File: config.mk
export PLATFORM = sky130hd
export DESIGN_NAME = cas_player_flat
export DESIGN_NICKNAME = d
export VERILOG_FILES = /design/src/rtl/cas_pkg.sv /design/src/rtl/cas_player_if.sv /design/src/rtl/cas_halfcnt.sv /design/src/rtl/cas_player.sv /design/src/flat_wrapper.sv
export SDC_FILE = /design/constraint.sdc
export NUM_CORES = 1
export LEC_CHECK = 0
export CELL_PAD_IN_SITES_DETAIL_PLACEMENT = 2
export CELL_PAD_IN_SITES_GLOBAL_PLACEMENT = 2
export CORE_ASPECT_RATIO = 0.8
export CORE_MARGIN = 4
export CORE_UTILIZATION = 33
export DETAILED_ROUTE_END_ITERATION = 12
export GPL_TIMING_DRIVEN = 0
export PLACE_DENSITY = 0.89
export SLEW_MARGIN = 20
export SYNTH_ARGS = -nofsm -noshare
export SYNTH_HDL_FRONTEND = slang
export SYNTH_SLANG_ARGS = --single-unit
File: constraint.sdc
create_clock -name clk -period 7.7 [get_ports clk]
set_input_delay 1.54 -clock clk [delete_from_list [all_inputs] [get_ports clk]]
set_output_delay 1.54 -clock clk [all_outputs]
set_load 0.02 [all_outputs]
File: src/rtl/cas_pkg.sv
// Shared types and default timing for the cassette playback engine.
// The optional audio output is enabled with the CAS_AUDIO_EN macro (see cas_player).
package cas_pkg;

   typedef enum logic [2:0] {
      ST_IDLE,
      ST_FETCH,
      ST_WAIT,
      ST_HI,
      ST_LO,
      ST_END
   } cas_state_t;

   // Half-cycle lengths at 57.27 MHz: 1200 Hz for a 0 bit, 2400 Hz for a 1 bit.
   localparam int unsigned CAS_HALF0_CNT = 23864;
   localparam int unsigned CAS_HALF1_CNT = 11932;

endpackage

File: src/rtl/cas_player_if.sv
// Tape RAM read port between the playback engine (master) and the tape RAM (slave).
interface cas_player_if #(
   parameter int unsigned ADDR_W = 16
);
   // Handshake: mem_rd is a one-cycle strobe qualifying mem_addr; the RAM always
   // accepts (no ready) and mem_data is valid exactly one cycle after the strobe.
   logic [ADDR_W-1:0] mem_addr;
   logic              mem_rd;
   logic [7:0]        mem_data;

   modport master (output mem_addr, output mem_rd, input mem_data);
   modport slave  (input mem_addr, input mem_rd, output mem_data);
endinterface

File: src/rtl/cas_halfcnt.sv
// Loadable half-period down-counter; freezes while en=0 and flags terminal count.
module cas_halfcnt #(
   parameter int unsigned DIV_W = 16
) (
   input  logic             clk,
   input  logic             reset_n,
   input  logic             load,
   input  logic [DIV_W-1:0] load_val,
   input  logic             en,
   output logic             tc
);

   logic [DIV_W-1:0] count;

   always_ff @(posedge clk or negedge reset_n) begin
      if (!reset_n) begin
         count <= '0;
      end else if (load) begin
         count <= load_val;
      end else if (en && (count != '0)) begin
         count <= count - DIV_W'(1);
      end
   end

   assign tc = en && (count == '0);

endmodule

File: src/rtl/cas_player.sv
// Cassette playback engine: fetches tape bytes and emits them LSB-first as CoCo FSK.
// Define CAS_AUDIO_EN to add the signed audio_out sample port.
module cas_player
   import cas_pkg::*;
#(
   parameter int unsigned ADDR_W    = 16,
   parameter int unsigned DIV_W     = 16,
   parameter int unsigned HALF0_CNT = CAS_HALF0_CNT,
   parameter int unsigned HALF1_CNT = CAS_HALF1_CNT
`ifdef CAS_AUDIO_EN
   , parameter int unsigned AUDIO_W = 8
`endif
) (
   input  logic                      clk,
   input  logic                      reset_n,
   input  logic                      en,
   input  logic                      rewind,
   input  logic [ADDR_W:0]           tape_len,
   cas_player_if.master              mem,
   output logic                      data_out,
   output logic                      playing,
   output logic                      eot,
   output logic [ADDR_W:0]           byte_pos,
`ifdef CAS_AUDIO_EN
   output logic signed [AUDIO_W-1:0] audio_out,
`endif
   output cas_state_t                state_dbg
);

   localparam logic [ADDR_W:0] POS_MAX = {1'b1, {ADDR_W{1'b0}}};

   cas_state_t       state, state_n;
   logic [7:0]       shreg;
   logic [2:0]       bit_idx;
   logic             at_end;
   logic             mem_rd_c;
   logic             cnt_load, cnt_en, cnt_tc;
   logic [DIV_W-1:0] cnt_val;

   // Bit 7's low half is cut by 2 clocks so FETCH+WAIT keep the byte cadence exact.
   function automatic logic [DIV_W-1:0] half_load(input logic b, input logic last);
      int unsigned n;
      n = b ? HALF1_CNT : HALF0_CNT;
      return DIV_W'(last ? n - 3 : n - 1);
   endfunction

   assign at_end = (byte_pos >= tape_len);
   assign cnt_en = en && !rewind && ((state == ST_HI) || (state == ST_LO));

   cas_halfcnt #(.DIV_W(DIV_W)) u_halfcnt (
      .clk      (clk),
      .reset_n  (reset_n),
      .load     (cnt_load),
      .load_val (cnt_val),
      .en       (cnt_en),
      .tc       (cnt_tc)
   );

   always_comb begin
      state_n  = state;
      cnt_load = 1'b0;
      cnt_val  = '0;
      mem_rd_c = 1'b0;
      if (rewind) begin
         state_n = ST_IDLE;
      end else begin
         unique case (state)
            ST_IDLE:  if (en) state_n = ST_FETCH;
            ST_FETCH: begin
               if (at_end) begin
                  state_n = ST_END;
               end else begin
                  mem_rd_c = 1'b1;
                  state_n  = ST_WAIT;
               end
            end
            ST_WAIT: begin
               state_n  = ST_HI;
               cnt_load = 1'b1;
               cnt_val  = half_load(mem.mem_data[0], 1'b0);
            end
            ST_HI: begin
               if (cnt_tc) begin
                  state_n  = ST_LO;
                  cnt_load = 1'b1;
                  cnt_val  = half_load(shreg[0], bit_idx == 3'd7);
               end
            end
            ST_LO: begin
               if (cnt_tc) begin
                  if (bit_idx != 3'd7) begin
                     state_n  = ST_HI;
                     cnt_load = 1'b1;
                     cnt_val  = half_load(shreg[1], 1'b0);
                  end else begin
                     state_n = ST_FETCH;
                  end
               end
            end
            ST_END:  state_n = ST_END;
            default: state_n = ST_IDLE;
         endcase
      end
   end

   always_ff @(posedge clk or negedge reset_n) begin
      if (!reset_n) begin
         state    <= ST_IDLE;
         data_out <= 1'b0;
         eot      <= 1'b0;
         byte_pos <= '0;
         bit_idx  <= '0;
         shreg    <= '0;
      end else begin
         state    <= state_n;
         data_out <= (state_n == ST_HI);
         if (rewind) begin
            eot      <= 1'b0;
            byte_pos <= '0;
         end else begin
            case (state)
               ST_FETCH: if (at_end) eot <= 1'b1;
               ST_WAIT: begin
                  shreg   <= mem.mem_data;
                  bit_idx <= '0;
               end
               ST_LO: begin
                  if (cnt_tc) begin
                     if (bit_idx != 3'd7) begin
                        bit_idx <= bit_idx + 3'd1;
                        shreg   <= shreg >> 1;
                     end else if (byte_pos != POS_MAX) begin
                        byte_pos <= byte_pos + (ADDR_W+1)'(1);
                     end
                  end
               end
               default: ;
            endcase
         end
      end
   end

`ifdef CAS_AUDIO_EN
   localparam logic signed [AUDIO_W-1:0] AUDIO_AMP = AUDIO_W'(2 ** (AUDIO_W - 2));

   // Silent whenever the motor is off, so a paused HI/LO reads as zero.
   always_ff @(posedge clk or negedge reset_n) begin
      if (!reset_n) begin
         audio_out <= '0;
      end else if (!en || rewind) begin
         audio_out <= '0;
      end else if (state_n == ST_HI) begin
         audio_out <= AUDIO_AMP;
      end else if (state_n == ST_LO) begin
         audio_out <= -AUDIO_AMP;
      end else begin
         audio_out <= '0;
      end
   end
`endif

   assign mem.mem_rd   = mem_rd_c;
   assign mem.mem_addr = byte_pos[ADDR_W-1:0];
   assign playing      = en && ((state == ST_FETCH) || (state == ST_WAIT) ||
                                (state == ST_HI) || (state == ST_LO));
   assign state_dbg    = state;

endmodule

File: src/flat_wrapper.sv
// flat-port wrapper written by rule: the top's interface ports become plain ports
module cas_player_flat import cas_pkg::*;
#(
   parameter int unsigned ADDR_W    = 16,
   parameter int unsigned DIV_W     = 16,
   parameter int unsigned HALF0_CNT = CAS_HALF0_CNT,
   parameter int unsigned HALF1_CNT = CAS_HALF1_CNT

)
  (clk, reset_n, en, rewind, tape_len, data_out, playing, eot, byte_pos, state_dbg, mem_mem_addr, mem_mem_rd, mem_mem_data);
  cas_player_if #(.ADDR_W(ADDR_W)) mem_i ();
  input  logic clk;
  input  logic reset_n;
  input  logic en;
  input  logic rewind;
  input  logic [ADDR_W:0] tape_len;
  output logic data_out;
  output logic playing;
  output logic eot;
  output logic [ADDR_W:0] byte_pos;
  output cas_state_t state_dbg;
  output wire logic [$bits(mem_i.mem_addr)-1:0] mem_mem_addr;
  output wire logic [$bits(mem_i.mem_rd)-1:0] mem_mem_rd;
  input wire logic [$bits(mem_i.mem_data)-1:0] mem_mem_data;
  assign mem_mem_addr = mem_i.mem_addr;
  assign mem_mem_rd = mem_i.mem_rd;
  assign mem_i.mem_data = mem_mem_data;
  cas_player #(.ADDR_W(ADDR_W), .DIV_W(DIV_W), .HALF0_CNT(HALF0_CNT), .HALF1_CNT(HALF1_CNT)) u_core (.clk(clk), .reset_n(reset_n), .en(en), .rewind(rewind), .tape_len(tape_len), .mem(mem_i), .data_out(data_out), .playing(playing), .eot(eot), .byte_pos(byte_pos), .state_dbg(state_dbg));
endmodule
==> impl_metrics.py <==
metrics = {
    "synthesis": {
        "synth_edf_count": 0,
        "synthFlopType": "dfrtp_1",
        "synth_seq_area_share_pct": 37.8,
        "synthAdderAreaFrac_pct": 8.87,
        "ys_seq_elements": 49,
        "ys_types": 53,
        "yosys.area_share.simple_pct": 23.8,
        "syn_area_um2": 3250,
        "synth_mux_area_share_pct": 2.78,
        "synth_compound_area_share_pct": 11.2,
        "synth_top_family_by_area": "simple AND/OR/NAND/NOR gates",
        "synthXorXnorAreaFrac_pct": 7.02,
        "async_flop_share_pct": 100,
        "syn_area_per_cell_um2": 8.99,
        "yosysTopAreaCell": "dfrtp_1",
        "syn-instance-count": 361,
        "synth_area_leaders": "dfrtp_1 (38%), ha_1 (8.9%), xnor2_1 (5.7%), a21oi_1 (4.3%), nor2_1 (4.2%)",
        "synth_top_area_share_pct": 37.8,
        "synth_warnings": 0,
        "synth_nets": 413,
    },
    "setup_path": {
        "cpLargestDelayFamily": "buffers and inverters",
        "slowest_stage": "a2111oi_0",
        "path_cells": "clkdlybuf4s50_1 > inv_1 > ha_1 > nand4_1 > nor4_1 > a2111oi_0 > nor2_1 > nor4_1 > clkdlybuf4s50_1",
        "r2r_cells": 7,
        "critical_path_class": "input pin to output port",
        "end_kind": "output port",
        "rrSetupSlack_ps": 4740,
        "worstReg2RegEnd": "u_core.byte_pos[15]$_DFFE_PN0P_",
        "slowest_delay_ps": 740,
        "r2r-start": "u_core.u_halfcnt.count[6]$_DFFE_PN0P_",
        "crit_fanout": 3,
        "path_buf_inv": 3,
        "arrival_ps": 4610,
        "start_kind": "input pin",
        "crit_required_ps": 6160,
    },
    "drt": {
        "drtPass1Iterations": 4,
        "num_vias": 3013,
        "first_iter_violations": 89,
        "routed_wl_um": 11100,
        "ant_nets": 0,
        "routedWlPerCell_um": 20.0,
        "drc": 0,
        "viasPerCell": 5.42,
    },
    "cells_and_area": {
        "n_fill_cell": 1069,
        "drive_gt1_share_pct": 9.15,
        "final_nets": 488,
        "area_growth_pct": 30.3,
        "num_antenna_cells": 0,
    },
    "die": {
        "placementRows": 32,
        "die_y_um": 96.7,
        "initial_core_util_pct": 33.8,
        "io_pins": 69,
        "dieArea_um2": 11500,
        "dieWidth_um": 119,
        "design.core.area_um2": 9610,
    },
    "clocking": {
        "htree_levels": 2,
        "clock-sinks": 49,
        "clk_path_buf_depth": 2,
        "clkLatencyLatePin_ps": 300,
        "cts_resized": 0,
        "cts_root_buf": "clkbuf_16",
        "clk_pin_slew_worst_paths_ps": 70,
        "cts_buffers": 5,
        "postCtsSetupBuffers": 0,
        "cts_tree": "built",
        "holdBufCountCts": 0,
    },
    "timing": {
        "hold_violations": 0,
        "finalSetupTns_ps": 0,
        "finalCritPeriodShare_pct": 79.9,
        "setup_viol": 0,
        "slew_viol_final": 0,
        "rsz0062_at_grt": "no",
        "tightest_slew_ps": 805,
        "period_minus_slack_ps": 6150,
        "finClkSkew_ps": 11.9,
        "hold_ws_ps": 531,
        "max_slew_margin_pct": 45.0,
        "fmax_mhz": 163,
    },
    "placement": {
        "dp_hpwl_um": 8650,
        "portBuffers": 68,
        "place_congestion": 0.876,
    },
    "pwr": {
        "vdd_drop_max_mv": 0.0695,
        "p_leak_nw": 1.81,
        "p_per_area_nw_per_um2": 156,
    },
    "grt": {
        "grt_max_degree": 50,
        "grt_overflow": 0,
        "grt_first_pass_wirelength_um": 18500,
        "antenna_found_initial": 0,
        "grt_pass1_vias": 3430,
        "grt_usage_pct": 19.8,
    },
    "hold_path": {
        "min_from": "u_core.shreg[4]$_DFFE_PN0P_",
        "hold_depth": 2,
        "min_path_type": "flop to flop",
        "whs_endpoint": "u_core.shreg[4]$_DFFE_PN0P_",
    },
    "job": {
        "drv_cap": 0,
    },
    "status": {
        "status": "finished, final reports clean",
    },
}
## cell families after synthesis
family,Yosys count
AO/OA/AOI/OAI,62
XOR/XNOR,26
adder cells (fa/ha/maj),23
buffers and inverters,54
flip-flops,49
multiplexers,9
AND/OR/NAND/NOR,138
## cells in the mapped netlist, types with 10 or more instances
| library cell | number |
|---|---|
| dfrtp_1 | 49 |
| xnor2_1 | 21 |
| inv_1 | 27 |
| nor2_1 | 36 |
| buf_4 | 17 |
| nor4_1 | 14 |
| a21oi_1 | 28 |
| o21ai_0 | 11 |
| ha_1 | 23 |
| nand2_1 | 24 |
| nand4_1 | 10 |
## registers in the layout, summed over array words and instances (netlist names)
name	count
u_core.byte_pos	17
u_core.u_halfcnt.count	16
u_core.shreg	8
u_core.bit_idx	3
u_core.state_dbg	3
u_core.data_out	1
u_core.eot	1
## cells in the final DEF, fill, tap and decap left out, types with 5 or more instances in the layout
master           synthesis  final
a21oi_1                 28     28
buf_4                   17     18
clkbuf_1                 6      6
clkbuf_16                0      5
clkdlybuf4s50_1          0     67
dfrtp_1                 49     49
ha_1                    23     23
inv_1                   27     27
mux2i_1                  9      9
nand2_1                 24     24
nand2b_1                 6      6
nand3_1                  8      8
nand4_1                 10     10
nor2_1                  36     36
nor3_1                   9      9
nor4_1                  14     14
o21ai_0                 11     11
o21ai_1                  6      6
or3_1                    7      7
xnor2_1                 21     21
xor2_1                   5      5
## final cells by class
cell class,count,area (µm²),share of cell area [%]
Clock buffer,6,139,3.28
Timing Repair Buffer,68,678,16.0
Tap cell,119,149,3.52
Sequential cell,49,1230,29.0
Multi-Input combinational cell,258,1740,41.2
Buffer,27,175,4.14
Inverter,27,101,2.40
Clock inverter,2,17.5,0.414
## per-layer routing
metal,track usage [%],routed length (µm),up-vias
met5,0,0,-
met4,3.56,106,0
met3,3.16,492,10
met2,33.6,5530,61
met1,26.9,5010,1544
li1,-,-,1398
## through the flow
| step | area (µm²) | util [%] | setup WS, ps | power, W | cells |
|---|---|---|---|---|---|
| after floorplan | 3250 | - | 2870 | 0.000374 | 361 |
| after global placement | 4080 | 42.4 | 1480 | 0.000415 | 548 |
| after detailed placement | 4070 | 42.4 | 1500 | 0.000427 | 548 |
| after CTS | 4230 | 44.0 | 1490 | 0.000667 | 556 |
| after global routing | 4230 | 44.0 | 1280 | 0.000691 | 556 |
| final | 4230 | 44.0 | 1550 | 0.000659 | 556 |
## worst max path at each step
stage	startpoint	to	slack [ps]	depth (start not counted)
3_3_place_gp	tape_len[12]	mem_mem_rd	1480	9
2_1_floorplan	tape_len[6]	mem_mem_rd	2870	6
4_1_cts	tape_len[12]	mem_mem_rd	1490	9
6_report	tape_len[12]	mem_mem_rd	1550	9
3_5_place_dp	tape_len[12]	mem_mem_rd	1500	9
5_1_grt	tape_len[10]	mem_mem_rd	1280	9
## power breakdown
part	internal (W)	total, W	switching, W
clock	0.000131	0.000236	0.000105
combinational	0.0000494	0.000102	0.0000530
sequential	0.000289	0.000320	0.0000317
total	0.000469	0.000659	0.000190
## worst register-to-register path: stages (launching register included)
cell	delay (ps)
dfrtp_1	450
or4_4	580
nor4_4	390
nand4_2	300
clkbuf_1	390
nor4_1	490
xnor2_1	180
nor2_1	60
Note: power is estimated with default switching activity, not from simulation.
